### src/rtl/acc_datapath_p.sv
`default_nettype none
// ============================================================================
// Module   : acc_datapath_p
// Brief    : Parametrised accumulator-CPU datapath (PC, IR, MR, A, RF, ALU,
//            shifter, carry, return stack, ready/valid output port).
// Revision : 1.0  initial release
// ============================================================================
module acc_datapath_p #(
    parameter int DW   = 8,
    parameter int AW   = 6,
    parameter int RN   = 8,
    parameter int OFFW = 3,
    parameter int SD   = 4
) (
    input  logic          clk,
    input  logic          reset,
    input  logic          ir_load,
    input  logic          mr_load,
    input  logic          pc_load,
    input  logic          a_load,
    input  logic          rf_wr,
    input  logic          mem_inst,
    input  logic          mem_wr,
    input  logic          push,
    input  logic          out_en,
    input  logic [2:0]    pc_sel,
    input  logic [2:0]    a_sel,
    input  logic [2:0]    alu_sel,
    input  logic [1:0]    shft_sel,
    input  logic [DW-1:0] in_ext,
    input  logic [DW-1:0] ram_rdata,
    output logic [AW-1:0] ram_addr,
    output logic [DW-1:0] ram_wdata,
    output logic          ram_we,
    output logic [DW-1:0] ir,
    output logic          a_eq0,
    output logic          a_pos,
    output logic          carry,
    output logic          stk_empty,
    output logic          stk_full,
    output logic          stk_err,
    output logic [DW-1:0] out_data,
    output logic          out_valid,
    input  logic          out_ready
);

    localparam int RIW = (RN > 1) ? $clog2(RN) : 1;
    localparam int SPW = $clog2(SD + 1);
    localparam int SIW = (SD > 1) ? $clog2(SD) : 1;

    localparam logic [SPW-1:0] c_sp_one  = SPW'(1);
    localparam logic [SPW-1:0] c_sp_full = SPW'(SD);
    localparam logic [AW-1:0]  c_pc_one  = AW'(1);
    localparam logic [DW:0]    c_one_ext = (DW+1)'(1);

    localparam logic [2:0] c_alu_pass = 3'd0;
    localparam logic [2:0] c_alu_and  = 3'd1;
    localparam logic [2:0] c_alu_or   = 3'd2;
    localparam logic [2:0] c_alu_add  = 3'd3;
    localparam logic [2:0] c_alu_sub  = 3'd4;
    localparam logic [2:0] c_alu_not  = 3'd5;
    localparam logic [2:0] c_alu_inc  = 3'd6;
    localparam logic [2:0] c_alu_dec  = 3'd7;

    logic [AW-1:0]  r_pc;
    logic [DW-1:0]  r_ir;
    logic [AW-1:0]  r_mr;
    logic [DW-1:0]  r_a;
    logic           r_carry;
    logic [DW-1:0]  r_out_data;
    logic           r_out_valid;
    logic           r_stk_err;
    logic [SPW-1:0] r_sp;
    logic [AW-1:0]  r_stk [SD];
    logic [DW-1:0]  r_rf  [RN];

    logic [DW-1:0]  w_r;
    logic [AW-1:0]  w_off;
    logic [AW-1:0]  w_pc_inc;
    logic [AW-1:0]  w_pc_next;
    logic [SPW-1:0] w_sp_m1;
    logic [AW-1:0]  w_stk_top;
    logic           w_stk_empty;
    logic           w_stk_full;
    logic           w_call;
    logic           w_ret;
    logic           w_do_push;
    logic           w_do_pop;
    logic           w_stk_fault;
    logic [DW:0]    w_add;
    logic [DW:0]    w_sub;
    logic [DW:0]    w_inc;
    logic [DW:0]    w_dec;
    logic [DW-1:0]  w_alu;
    logic           w_alu_c;
    logic           w_carry_upd;
    logic [DW-1:0]  w_shift;
    logic [DW-1:0]  w_a_next;
    logic           w_out_load;

    // Register-file read and stack bookkeeping
    always_comb begin
        w_r         = r_rf[r_ir[RIW-1:0]];
        w_off       = {{(AW-OFFW){1'b0}}, r_ir[OFFW-1:0]};
        w_pc_inc    = r_pc + c_pc_one;
        w_sp_m1     = r_sp - c_sp_one;
        w_stk_top   = r_stk[w_sp_m1[SIW-1:0]];
        w_stk_empty = (r_sp == '0);
        w_stk_full  = (r_sp == c_sp_full);
        w_call      = pc_load & push & ((pc_sel == 3'd1) | (pc_sel == 3'd2) | (pc_sel == 3'd3));
        w_ret       = pc_load & (pc_sel == 3'd4);
        w_do_push   = w_call & ~w_stk_full;
        w_do_pop    = w_ret & ~w_stk_empty;
        w_stk_fault = (w_call & w_stk_full) | (w_ret & w_stk_empty);
    end

    always_comb begin
        w_pc_next = r_pc;
        case (pc_sel)
            3'd0:    w_pc_next = w_pc_inc;
            3'd1:    w_pc_next = ram_rdata[AW-1:0];
            3'd2:    w_pc_next = r_pc - w_off;
            3'd3:    w_pc_next = r_pc + w_off;
            3'd4:    w_pc_next = w_stk_empty ? r_pc : w_stk_top;
            default: w_pc_next = r_pc;
        endcase
    end

    // ALU: the extra MSB of each arithmetic result is the carry / borrow
    always_comb begin
        w_add       = {1'b0, r_a} + {1'b0, w_r};
        w_sub       = {1'b0, r_a} - {1'b0, w_r};
        w_inc       = {1'b0, r_a} + c_one_ext;
        w_dec       = {1'b0, r_a} - c_one_ext;
        w_alu       = r_a;
        w_alu_c     = r_carry;
        case (alu_sel)
            c_alu_pass: w_alu = r_a;
            c_alu_and:  w_alu = r_a & w_r;
            c_alu_or:   w_alu = r_a | w_r;
            c_alu_add:  begin w_alu = w_add[DW-1:0]; w_alu_c = w_add[DW]; end
            c_alu_sub:  begin w_alu = w_sub[DW-1:0]; w_alu_c = w_sub[DW]; end
            c_alu_not:  w_alu = ~r_a;
            c_alu_inc:  begin w_alu = w_inc[DW-1:0]; w_alu_c = w_inc[DW]; end
            c_alu_dec:  begin w_alu = w_dec[DW-1:0]; w_alu_c = w_dec[DW]; end
            default:    w_alu = r_a;
        endcase
        w_carry_upd = a_load & (a_sel == 3'd0) &
                      ((alu_sel == c_alu_add) | (alu_sel == c_alu_sub) |
                       (alu_sel == c_alu_inc) | (alu_sel == c_alu_dec));
    end

    always_comb begin
        w_shift = w_alu;
        case (shft_sel)
            2'd0:    w_shift = w_alu;
            2'd1:    w_shift = {w_alu[DW-2:0], 1'b0};
            2'd2:    w_shift = {1'b0, w_alu[DW-1:1]};
            default: w_shift = {w_alu[0], w_alu[DW-1:1]};
        endcase
    end

    always_comb begin
        w_a_next = '0;
        case (a_sel)
            3'd0:    w_a_next = w_shift;
            3'd1:    w_a_next = w_r;
            3'd2:    w_a_next = in_ext;
            3'd3:    w_a_next = ram_rdata;
            3'd4:    w_a_next = r_ir;
            default: w_a_next = '0;
        endcase
        // A stalled producer (valid held, no ready) drops further out_en
        w_out_load = out_en & (~r_out_valid | out_ready);
    end

    always_ff @(posedge clk) begin
        if (reset) begin
            r_pc        <= '0;
            r_ir        <= '0;
            r_mr        <= '0;
            r_a         <= '0;
            r_carry     <= 1'b0;
            r_out_data  <= '0;
            r_out_valid <= 1'b0;
            r_stk_err   <= 1'b0;
            r_sp        <= '0;
        end else begin
            if (ir_load)
                r_ir <= ram_rdata;
            if (mr_load)
                r_mr <= ram_rdata[AW-1:0];
            if (pc_load)
                r_pc <= w_pc_next;
            if (w_do_push)
                r_sp <= r_sp + c_sp_one;
            else if (w_do_pop)
                r_sp <= w_sp_m1;
            if (w_stk_fault)
                r_stk_err <= 1'b1;
            if (a_load)
                r_a <= w_a_next;
            if (w_carry_upd)
                r_carry <= w_alu_c;
            if (w_out_load) begin
                r_out_data  <= r_a;
                r_out_valid <= 1'b1;
            end else if (out_ready) begin
                r_out_valid <= 1'b0;
            end
        end
    end

    // Storage arrays carry no reset; the stack pointer alone defines validity
    always_ff @(posedge clk) begin
        if (!reset && w_do_push)
            r_stk[r_sp[SIW-1:0]] <= w_pc_inc;
        if (!reset && rf_wr)
            r_rf[r_ir[RIW-1:0]] <= r_a;
    end

    assign ram_addr  = mem_inst ? r_mr : r_pc;
    assign ram_wdata = r_a;
    assign ram_we    = mem_wr;
    assign ir        = r_ir;
    assign a_eq0     = (r_a == '0);
    assign a_pos     = ~r_a[DW-1];
    assign carry     = r_carry;
    assign stk_empty = w_stk_empty;
    assign stk_full  = w_stk_full;
    assign stk_err   = r_stk_err;
    assign out_data  = r_out_data;
    assign out_valid = r_out_valid;

endmodule
`default_nettype wire
### config.mk
export PLATFORM = sky130hd
export DESIGN_NAME = acc_datapath_p
export DESIGN_NICKNAME = d
export VERILOG_FILES = /design/src/rtl/acc_datapath_p.sv
export SDC_FILE = /design/constraint.sdc
export NUM_CORES = 1
export LEC_CHECK = 0
export CAP_MARGIN = 20
export CORE_ASPECT_RATIO = 1.4
export CORE_UTILIZATION = 58
export DETAILED_ROUTE_END_ITERATION = 10
export PLACE_DENSITY = 0.89
export SLEW_MARGIN = 20
export SYNTH_ARGS = -nofsm -noshare
export SYNTH_HDL_FRONTEND = slang
export SYNTH_SLANG_ARGS = --single-unit
### constraint.sdc
create_clock -name clk -period 4.5 [get_ports clk]
set_input_delay 0.9 -clock clk [delete_from_list [all_inputs] [get_ports clk]]
set_output_delay 0.9 -clock clk [all_outputs]
set_load 0.02 [all_outputs]
; ---- Word-level counts from Yosys, hierarchy flattened
; Memory sizes are Yosys's and may differ from the RTL's. A register that Yosys moved wholly into a read port is not among the register bits.
; Cells that the tools add are included.
[totals]
mem_bits_rw = 88
regBits = 42
word_cells = 95
input_bits = 39
mem_count = 2
out_inout_bits = 38
[mem_list]
columns = name, words, word_bits, read_ports, rd_ports_with_merged_regs, write_ports, line
row1 = r_rf, 8, 8, 1, 1, 1, 75  ; logic [DW-1:0] r_rf [RN];
row2 = r_stk, 4, 6, 1, 0, 1, 74  ; logic [AW-1:0] r_stk [SD];
[classes]
bitwise = 24
n_reduce_logical = 15
n_eq_ne = 19
addsub = 9
muxes = 17
[ops]
columns = cell, n
row1 = $pmux W8 S8, 1
row2 = $pmux W8 S5, 1
row3 = $pmux W6 S5, 1
row4 = $pmux W8 S3, 1
row5 = $eq A3 B3 Y1 const B, 7
row6 = $eq A3 B2 Y1 const B, 6
row7 = $logic_not A3 Y1, 4
row8 = $mux W3, 4
row9 = $mux W6, 2
row10 = $and A1 B1 Y1, 10
row11 = $add A8 B1 Y9 const B, 1
row12 = $add A8 B8 Y9, 1
row13 = $eq A3 B1 Y1 const B, 3
row14 = $sub A8 B1 Y9 const B, 1
row15 = $sub A8 B8 Y9, 1
row16 = $and A8 B8 Y8, 1
row17 = $logic_not A8 Y1, 1
row18 = $not A8 Y8, 1
row19 = $or A8 B8 Y8, 1
row20 = $or A1 B1 Y1, 7
row21 = $add A6 B1 Y6 const B, 1
row22 = $add A6 B3 Y6, 1
row23 = $mux W1, 6
row24 = $sub A6 B3 Y6, 1
row25 = 15 further kinds, 20

; ---- Depth between registers and ports, before layout
; Gate-level depths: netlist of the first run.
[depth]
word_depth = 8
mapped_depth = 14
depth_no_buf = 13

; ---- Worst setup path after synthesis of the first run
; No wires, ideal clock.
[synth_timing]
kind = register to register
start = register with a tool-made name
end = register r_a[6], in the netlist ram_wdata[6]
setup_slack_ps = 1011
setup_ps = 133
n_path_buf = 2
period_less_slack_ps = 3489
path_stages_with_launch = 14
arrival_ps = 3356
required_time_ps = 4367
path_cell_list = dfxtp_1 -> buf_6 -> buf_6 -> mux4_2 -> mux2_2 -> ha_1 -> fa_1 -> nor2_1 -> o221ai_1 -> mux2_2 -> nor4_4 -> a21oi_2 -> a221oi_2 -> a2111oi_2
[synth_lines]
columns = item, line
row1 = "end signal, assigned", 202  ; r_a <= w_a_next;
row2 = "end, declared", 68  ; logic [DW-1:0] r_a;

==> impl_metrics.py, run 1 <==
metrics = {
    "placed_design": {
        "hpwl_um": 15900,
        "globalplace.congestion": 1.03,
        "portBuffers": 74,
        "preCtsSetupSlack_ns": 0.693,
        "dp.cells": 997,
    },
    "power": {
        "seqPwrFrac": 0.395,
        "pwr-share-clk": 0.434,
        "p_switching_uw": 994,
        "leakagePower_nw": 3.53,
        "combPwrFrac": 0.170,
        "ir_drop_v": 0.000328,
        "finalPower_mw": 3.42,
        "swShare": 0.291,
        "power.density_nw_per_um2": 355,
        "intPower_mw": 2.43,
    },
    "yosys": {
        "synthFlopType": "edfxtp_1",
        "netlist_instances": 767,
        "synthArstFlopShare": 0,
        "synth_nets": 851,
        "synth_area_um2": 8090,
        "syn_avg_cell_area_um2": 10.5,
        "synth_edf_count": 88,
        "ys.warnings.count": 0,
        "ys_types": 79,
        "ys_seq_area_frac": 0.438,
        "ys_ff_latch": 133,
    },
    "worst_hold_path": {
        "hold_start": "out_data[7]$_SDFFE_PP0P_",
        "hold_end": "out_data[7]$_SDFFE_PP0P_",
        "hp-class": "reg -> reg",
        "hold_depth": 2,
    },
    "grt": {
        "grt_overflow_total": 0,
        "grt_max_degree": 46,
        "grt_pass1_vias": 6715,
        "grt_antenna_before_repair": 0,
        "grtUsageTotal": 0.337,
        "grt_pass1_wl_um": 36100,
    },
    "clock_network": {
        "cts_buffers": 17,
        "postCtsHoldBufs": 0,
        "cts.sinks": 133,
        "cts_tree": "built",
        "htree_levels": 4,
        "clockBufferDepth": 2,
        "post_cts_buffers": 0,
        "post_cts_resized": 0,
        "clock-root-buffer": "clkbuf_16",
        "clk_latency_ns": 0.43,
        "clk_pin_slew_ns": 0.07,
    },
    "die": {
        "core_area_um2": 13500,
        "die_w_um": 102,
        "start_util": 0.599,
        "die_h_um": 142,
        "die_area_um2": 14400,
        "pin_count": 77,
        "rows": 50,
    },
    "sta": {
        "period_share": 0.857,
        "setup_tns_ns": 0,
        "setup_ws_ns": 0.644,
        "period_minus_slack_ns": 3.86,
        "worstMarginPinSlew_ns": 0.952,
        "rsz0062_at_grt": "false",
        "fmax_mhz": 259,
        "finalHoldViolCount": 0,
        "slew_headroom": 0.363,
        "slew_violations": 0,
        "setup_viol": 0,
        "skew_ns": 0.00970,
        "hold_slack_ns": 0.492,
    },
    "critical_path": {
        "worst_path_max_delay_cell": "mux4_2",
        "reg2reg_depth": 12,
        "timing.rr.end": "ram_wdata[4]$_SDFFE_PP0P_",
        "cp_slowest_stage_delay_ns": 0.54,
        "cp.arrival_ns": 4.16,
        "criticalPathCategory": "reg -> reg",
        "worstPathMaxFanout": 16,
        "cp-start-kind": "register",
        "worst_path_dominant_cell_family": "compound AO/OA/AOI/OAI gates",
        "worstPathRequired_ns": 4.80,
        "end_kind": "register",
        "critical_path.cell_chain": "buf_4 -> mux4_2 -> mux2_2 -> ha_1 -> fa_1 -> o21bai_1 -> a21oi_1 -> mux2i_1 -> a2111oi_2 -> nor2_1 -> o311ai_1 -> o21ai_1",
        "r2r_slack_ns": 0.64,
        "critPathBufInv": 1,
    },
    "drt": {
        "ant_nets": 0,
        "met2_length_um": 11300,
        "drc": 0,
        "wl_per_cell_um": 22.3,
        "wl_met1_um": 8290,
        "dr.pass1.iters": 6,
        "num_vias": 6776,
        "initialDrtViolationCount": 817,
        "routed-wl-met3_um": 1990,
        "highest_layer": "met4",
        "drt_wl_total_um": 23000,
        "via_per_inst": 6.59,
    },
    "finish": {
        "fillers": 926,
        "num_antenna_cells": 0,
        "final_cell_mix": "88 x edfxtp_1, 74 x clkdlybuf4s50_1, 73 x nor2_1, 46 x nand2_1, 46 x inv_1",
        "layout_commonest_cell": "edfxtp_1",
        "area_delta_synth_final_pct": 19.1,
        "final_nets": 918,
        "fin_cells": 1029,
        "drive_gt1_frac": 0.124,
    },
    "job": {
        "maxCapViolCount": 0,
    },
    "status": {
        "run_status": "completed",
    },
}
==> flip-flops by register name, indices dropped and copies added, names as in the netlist, 3 cells and up, named ones only <==
signal,count
r_rf,64
r_mr,6
r_pc,6
out_data,8
ir,8
r_sp,3
ram_wdata,8
r_stk,24
==> through the flow <==
stage                      util  instance area [um^2]
final                     0.713                  9630
after global routing      0.713                  9630
after CTS                 0.713                  9630
after detailed placement  0.667                  9010
after global placement    0.667                  9010
after floorplan               -                  8090
==> cell type report <==
cell class | instances | area (um^2) | share of cell area
Timing Repair Buffer | 97 | 926 | 0.0961
Sequential cell | 133 | 3540 | 0.368
Tap cell | 182 | 228 | 0.0236
Inverter | 48 | 180 | 0.0187
Clock inverter | 15 | 200 | 0.0208
Multi-Input combinational cell | 537 | 4130 | 0.429
Clock buffer | 17 | 425 | 0.0442
==> kinds of logic (layout without fill, tap and decap cells) <==
family | count (synthesis) | count (layout) | synth area share
AND/OR/NAND/NOR | 223 | 223 | 0.142
AO/OA/AOI/OAI | 186 | 186 | 0.159
flip-flops | 133 | 133 | 0.438
buffers and inverters | 97 | 177 | 0.0515
multiplexers | 66 | 66 | 0.118
adder cells (fa/ha/maj) | 46 | 46 | 0.0736
XOR/XNOR | 16 | 16 | 0.0173
==> worst max-delay path by stage <==
stage                        start                        end  slack, ns  cells past startpoint
after global routing      register  ram_wdata[6]$_SDFFE_PP0P_       0.44                     11
after floorplan           register  ram_wdata[6]$_SDFFE_PP0P_       1.01                     13
final                     register  ram_wdata[4]$_SDFFE_PP0P_       0.64                     12
after CTS                 register  ram_wdata[6]$_SDFFE_PP0P_       0.67                     11
after global placement    register  ram_wdata[6]$_SDFFE_PP0P_       0.77                     11
after detailed placement  register  ram_wdata[6]$_SDFFE_PP0P_       0.69                     11
==> worst reg2reg max path, delay by kind of cell, from the launching register on <==
kind / cells / cell delay, ns
and+or+nand+nor: 1 / 0.13
adders and majority gates: 2 / 0.68
muxes: 3 / 1.02
AOI/OAI and AO/OA: 5 / 1.28
buffers and inverters: 1 / 0.30
DFF: 1 / 0.31
==> cell usage after synthesis, drive strengths merged (12+ instances only) <==
cell type / count / area share
a31oi: 12 / 0.010
a21oi: 42 / 0.026
mux2: 13 / 0.019
nand3: 12 / 0.0074
dfxtp: 45 / 0.11
o21ai: 37 / 0.023
edfxtp: 88 / 0.33
ha: 42 / 0.065
buf: 25 / 0.018
nand2: 46 / 0.021
clkbuf: 24 / 0.011
nand2b: 16 / 0.012
inv: 48 / 0.022
mux2i: 31 / 0.038
mux4: 22 / 0.061
xnor2: 12 / 0.013
nor2: 73 / 0.034
==> power by group through the flow <==
stage               combinational (mW)  clock (mW)  sequential [mW]
global route                     0.621        1.54             1.35
CTS                              0.570        1.48             1.35
detailed placement               0.560           0             1.38
finish                           0.582        1.49             1.35
floorplan                        0.375           0             1.38
global placement                 0.550           0             1.38
==> metal layers <==
metal | global-route usage | up-vias
li1 | - | 3013
met1 | 0.408 | 3213
met2 | 0.564 | 440
met3 | 0.0606 | 110
met4 | 0.187 | 0
met5 | 0 | -
No activity file was read; power rests on OpenSTA's default activity.
==> inputs of run 2 (changes only) <==
Settings changed: CORE_MARGIN set to 4.
==> impl_metrics.py, run 2 (synthesized netlist as in run 1, its figures left out) <==
metrics = {
    "sta": {
        "rsz0062_at_grt": "false",
        "period_share": 0.853,
        "finalHoldViolCount": 0,
        "period_minus_slack_ns": 3.84,
        "setup_tns_ns": 0,
        "setup_viol": 0,
        "slew_headroom": 0.381,
        "worstMarginPinSlew_ns": 0.922,
        "hold_slack_ns": 0.485,
        "fmax_mhz": 260,
        "slew_violations": 0,
        "skew_ns": 0.0121,
    },
    "status": {
        "run_status": "completed",
    },
    "critical_path": {
        "worstPathMaxFanout": 16,
        "timing.rr.end": "ram_wdata[6]$_SDFFE_PP0P_",
        "cp-start-kind": "register",
        "cp.arrival_ns": 4.11,
        "reg2reg_depth": 12,
        "r2r_slack_ns": 0.66,
        "criticalPathCategory": "reg -> reg",
        "end_kind": "register",
        "worstPathRequired_ns": 4.77,
    },
    "drt": {
        "drt_wl_total_um": 23600,
        "drc": 0,
        "ant_nets": 0,
        "dr.pass1.iters": 6,
        "wl_per_cell_um": 23.0,
        "num_vias": 6806,
        "via_per_inst": 6.62,
        "initialDrtViolationCount": 932,
    },
    "die": {
        "rows": 50,
        "die_w_um": 108,
        "die_area_um2": 15900,
        "core_area_um2": 13500,
        "die_h_um": 148,
        "pin_count": 77,
        "start_util": 0.599,
    },
    "clock_network": {
        "htree_levels": 4,
        "postCtsHoldBufs": 0,
        "clock-root-buffer": "clkbuf_16",
        "cts_tree": "built",
        "post_cts_resized": 0,
        "cts_buffers": 17,
        "clk_latency_ns": 0.43,
        "clk_pin_slew_ns": 0.07,
        "clockBufferDepth": 2,
        "post_cts_buffers": 0,
        "cts.sinks": 133,
    },
    "grt": {
        "grt_antenna_before_repair": 0,
        "grt_pass1_wl_um": 36800,
        "grt_pass1_vias": 6659,
        "grt_overflow_total": 0,
        "grt_max_degree": 47,
        "grtUsageTotal": 0.303,
    },
    "finish": {
        "layout_commonest_cell": "edfxtp_1",
        "area_delta_synth_final_pct": 18.5,
        "final_nets": 917,
        "fillers": 943,
        "num_antenna_cells": 0,
        "multiInputGateArea_um2": 4140,
        "drive_gt1_frac": 0.125,
        "regArea_um2": 3540,
        "largest_register_ffs": 64,
        "final_cell_mix": "88 x edfxtp_1, 73 x nor2_1, 73 x clkdlybuf4s50_1, 46 x nand2_1, 46 x inv_1",
    },
    "power": {
        "power.density_nw_per_um2": 351,
        "swShare": 0.297,
        "leakagePower_nw": 3.51,
        "pwr-share-clk": 0.426,
        "combPwrFrac": 0.172,
        "ir_drop_v": 0.000314,
        "p_switching_mw": 1.00,
        "intPower_mw": 2.37,
        "finalPower_mw": 3.37,
        "seqPwrFrac": 0.402,
    },
    "worst_hold_path": {
        "hp-class": "reg -> reg",
        "hold_depth": 2,
        "hold_start": "out_data[6]$_SDFFE_PP0P_",
        "hold_end": "out_data[6]$_SDFFE_PP0P_",
    },
    "placed_design": {
        "globalplace.congestion": 1.02,
        "hpwl_um": 16300,
        "portBuffers": 74,
    },
    "job": {
        "maxCapViolCount": 0,
    },
}
==> run 2: cell types whose count changed in the layout (fill, tap and decap cells not counted), sizes merged <==
cell / previous run / this run
bufinv: 2 / 1
clkinv: 1 / 2
clkdlybuf4s50: 74 / 73
==> run 2: power by group through the flow <==
stage / sequential [mW] / combinational, mW / clock [mW]
floorplan: 1.38 / 0.375 / 0
CTS: 1.35 / 0.566 / 1.43
detailed placement: 1.38 / 0.557 / 0
global route: 1.36 / 0.620 / 1.50
finish: 1.35 / 0.578 / 1.44
global placement: 1.38 / 0.547 / 0
==> run 2: worst max path at each step <==
stage	cells after the start	slack [ns]	end
floorplan	13	1.01	ram_wdata[6]$_SDFFE_PP0P_
global placement	11	0.77	ram_wdata[6]$_SDFFE_PP0P_
detailed placement	12	0.69	ram_wdata[6]$_SDFFE_PP0P_
CTS	12	0.69	ram_wdata[6]$_SDFFE_PP0P_
global route	11	0.36	ram_wdata[6]$_SDFFE_PP0P_
finish	12	0.66	ram_wdata[6]$_SDFFE_PP0P_
==> run 2: cell type report <==
| cell class | instances | share of cell area |
|---|---|---|
| well taps | 182 | 0.0237 |
| clock inverters | 15 | 0.0184 |
| repair buffers | 96 | 0.0939 |
| multi-input cells | 537 | 0.431 |
| flip-flops and latches | 133 | 0.370 |
| clock buffers | 17 | 0.0444 |
| inverters | 48 | 0.0188 |
==> run 2: critical path, cell delays in order (launching register included) <==
cell	delay, ns
dfxtp_1	0.32
buf_4	0.30
mux4_2	0.53
mux2_2	0.34
ha_1	0.24
fa_1	0.42
nor2_1	0.12
o221ai_1	0.21
mux2_2	0.36
nor4_4	0.33
a21oi_2	0.10
a221oi_2	0.31
a2111oi_2	0.08
==> run 2: metal layers <==
| layer | part of all wire | GRT usage |
|---|---|---|
| met2 | 0.51 | 0.518 |
| met1 | 0.36 | 0.366 |
| met4 | 0.049 | 0.128 |
| met5 | 0 | 0 |
| met3 | 0.088 | 0.0690 |
==> run 2: stage by stage <==
step | instances | setup WS, ns | cell area, um^2 | utilization
4_1_cts | 1028 | 0.690 | 9590 | 0.710
6_report | 1028 | 0.661 | 9590 | 0.710
3_3_place_gp | 996 | 0.771 | 8990 | 0.665
2_1_floorplan | 767 | 1.01 | 8090 | -
5_1_grt | 1028 | 0.355 | 9590 | 0.710
3_5_place_dp | 996 | 0.694 | 8990 | 0.665
==> inputs of run 3 (changes only) <==
Settings changed: CTS_CLUSTER_DIAMETER set to 50.
==> results of run 3 <==
Same layout as run 2: the final DEF is identical, and so are final timing and power.
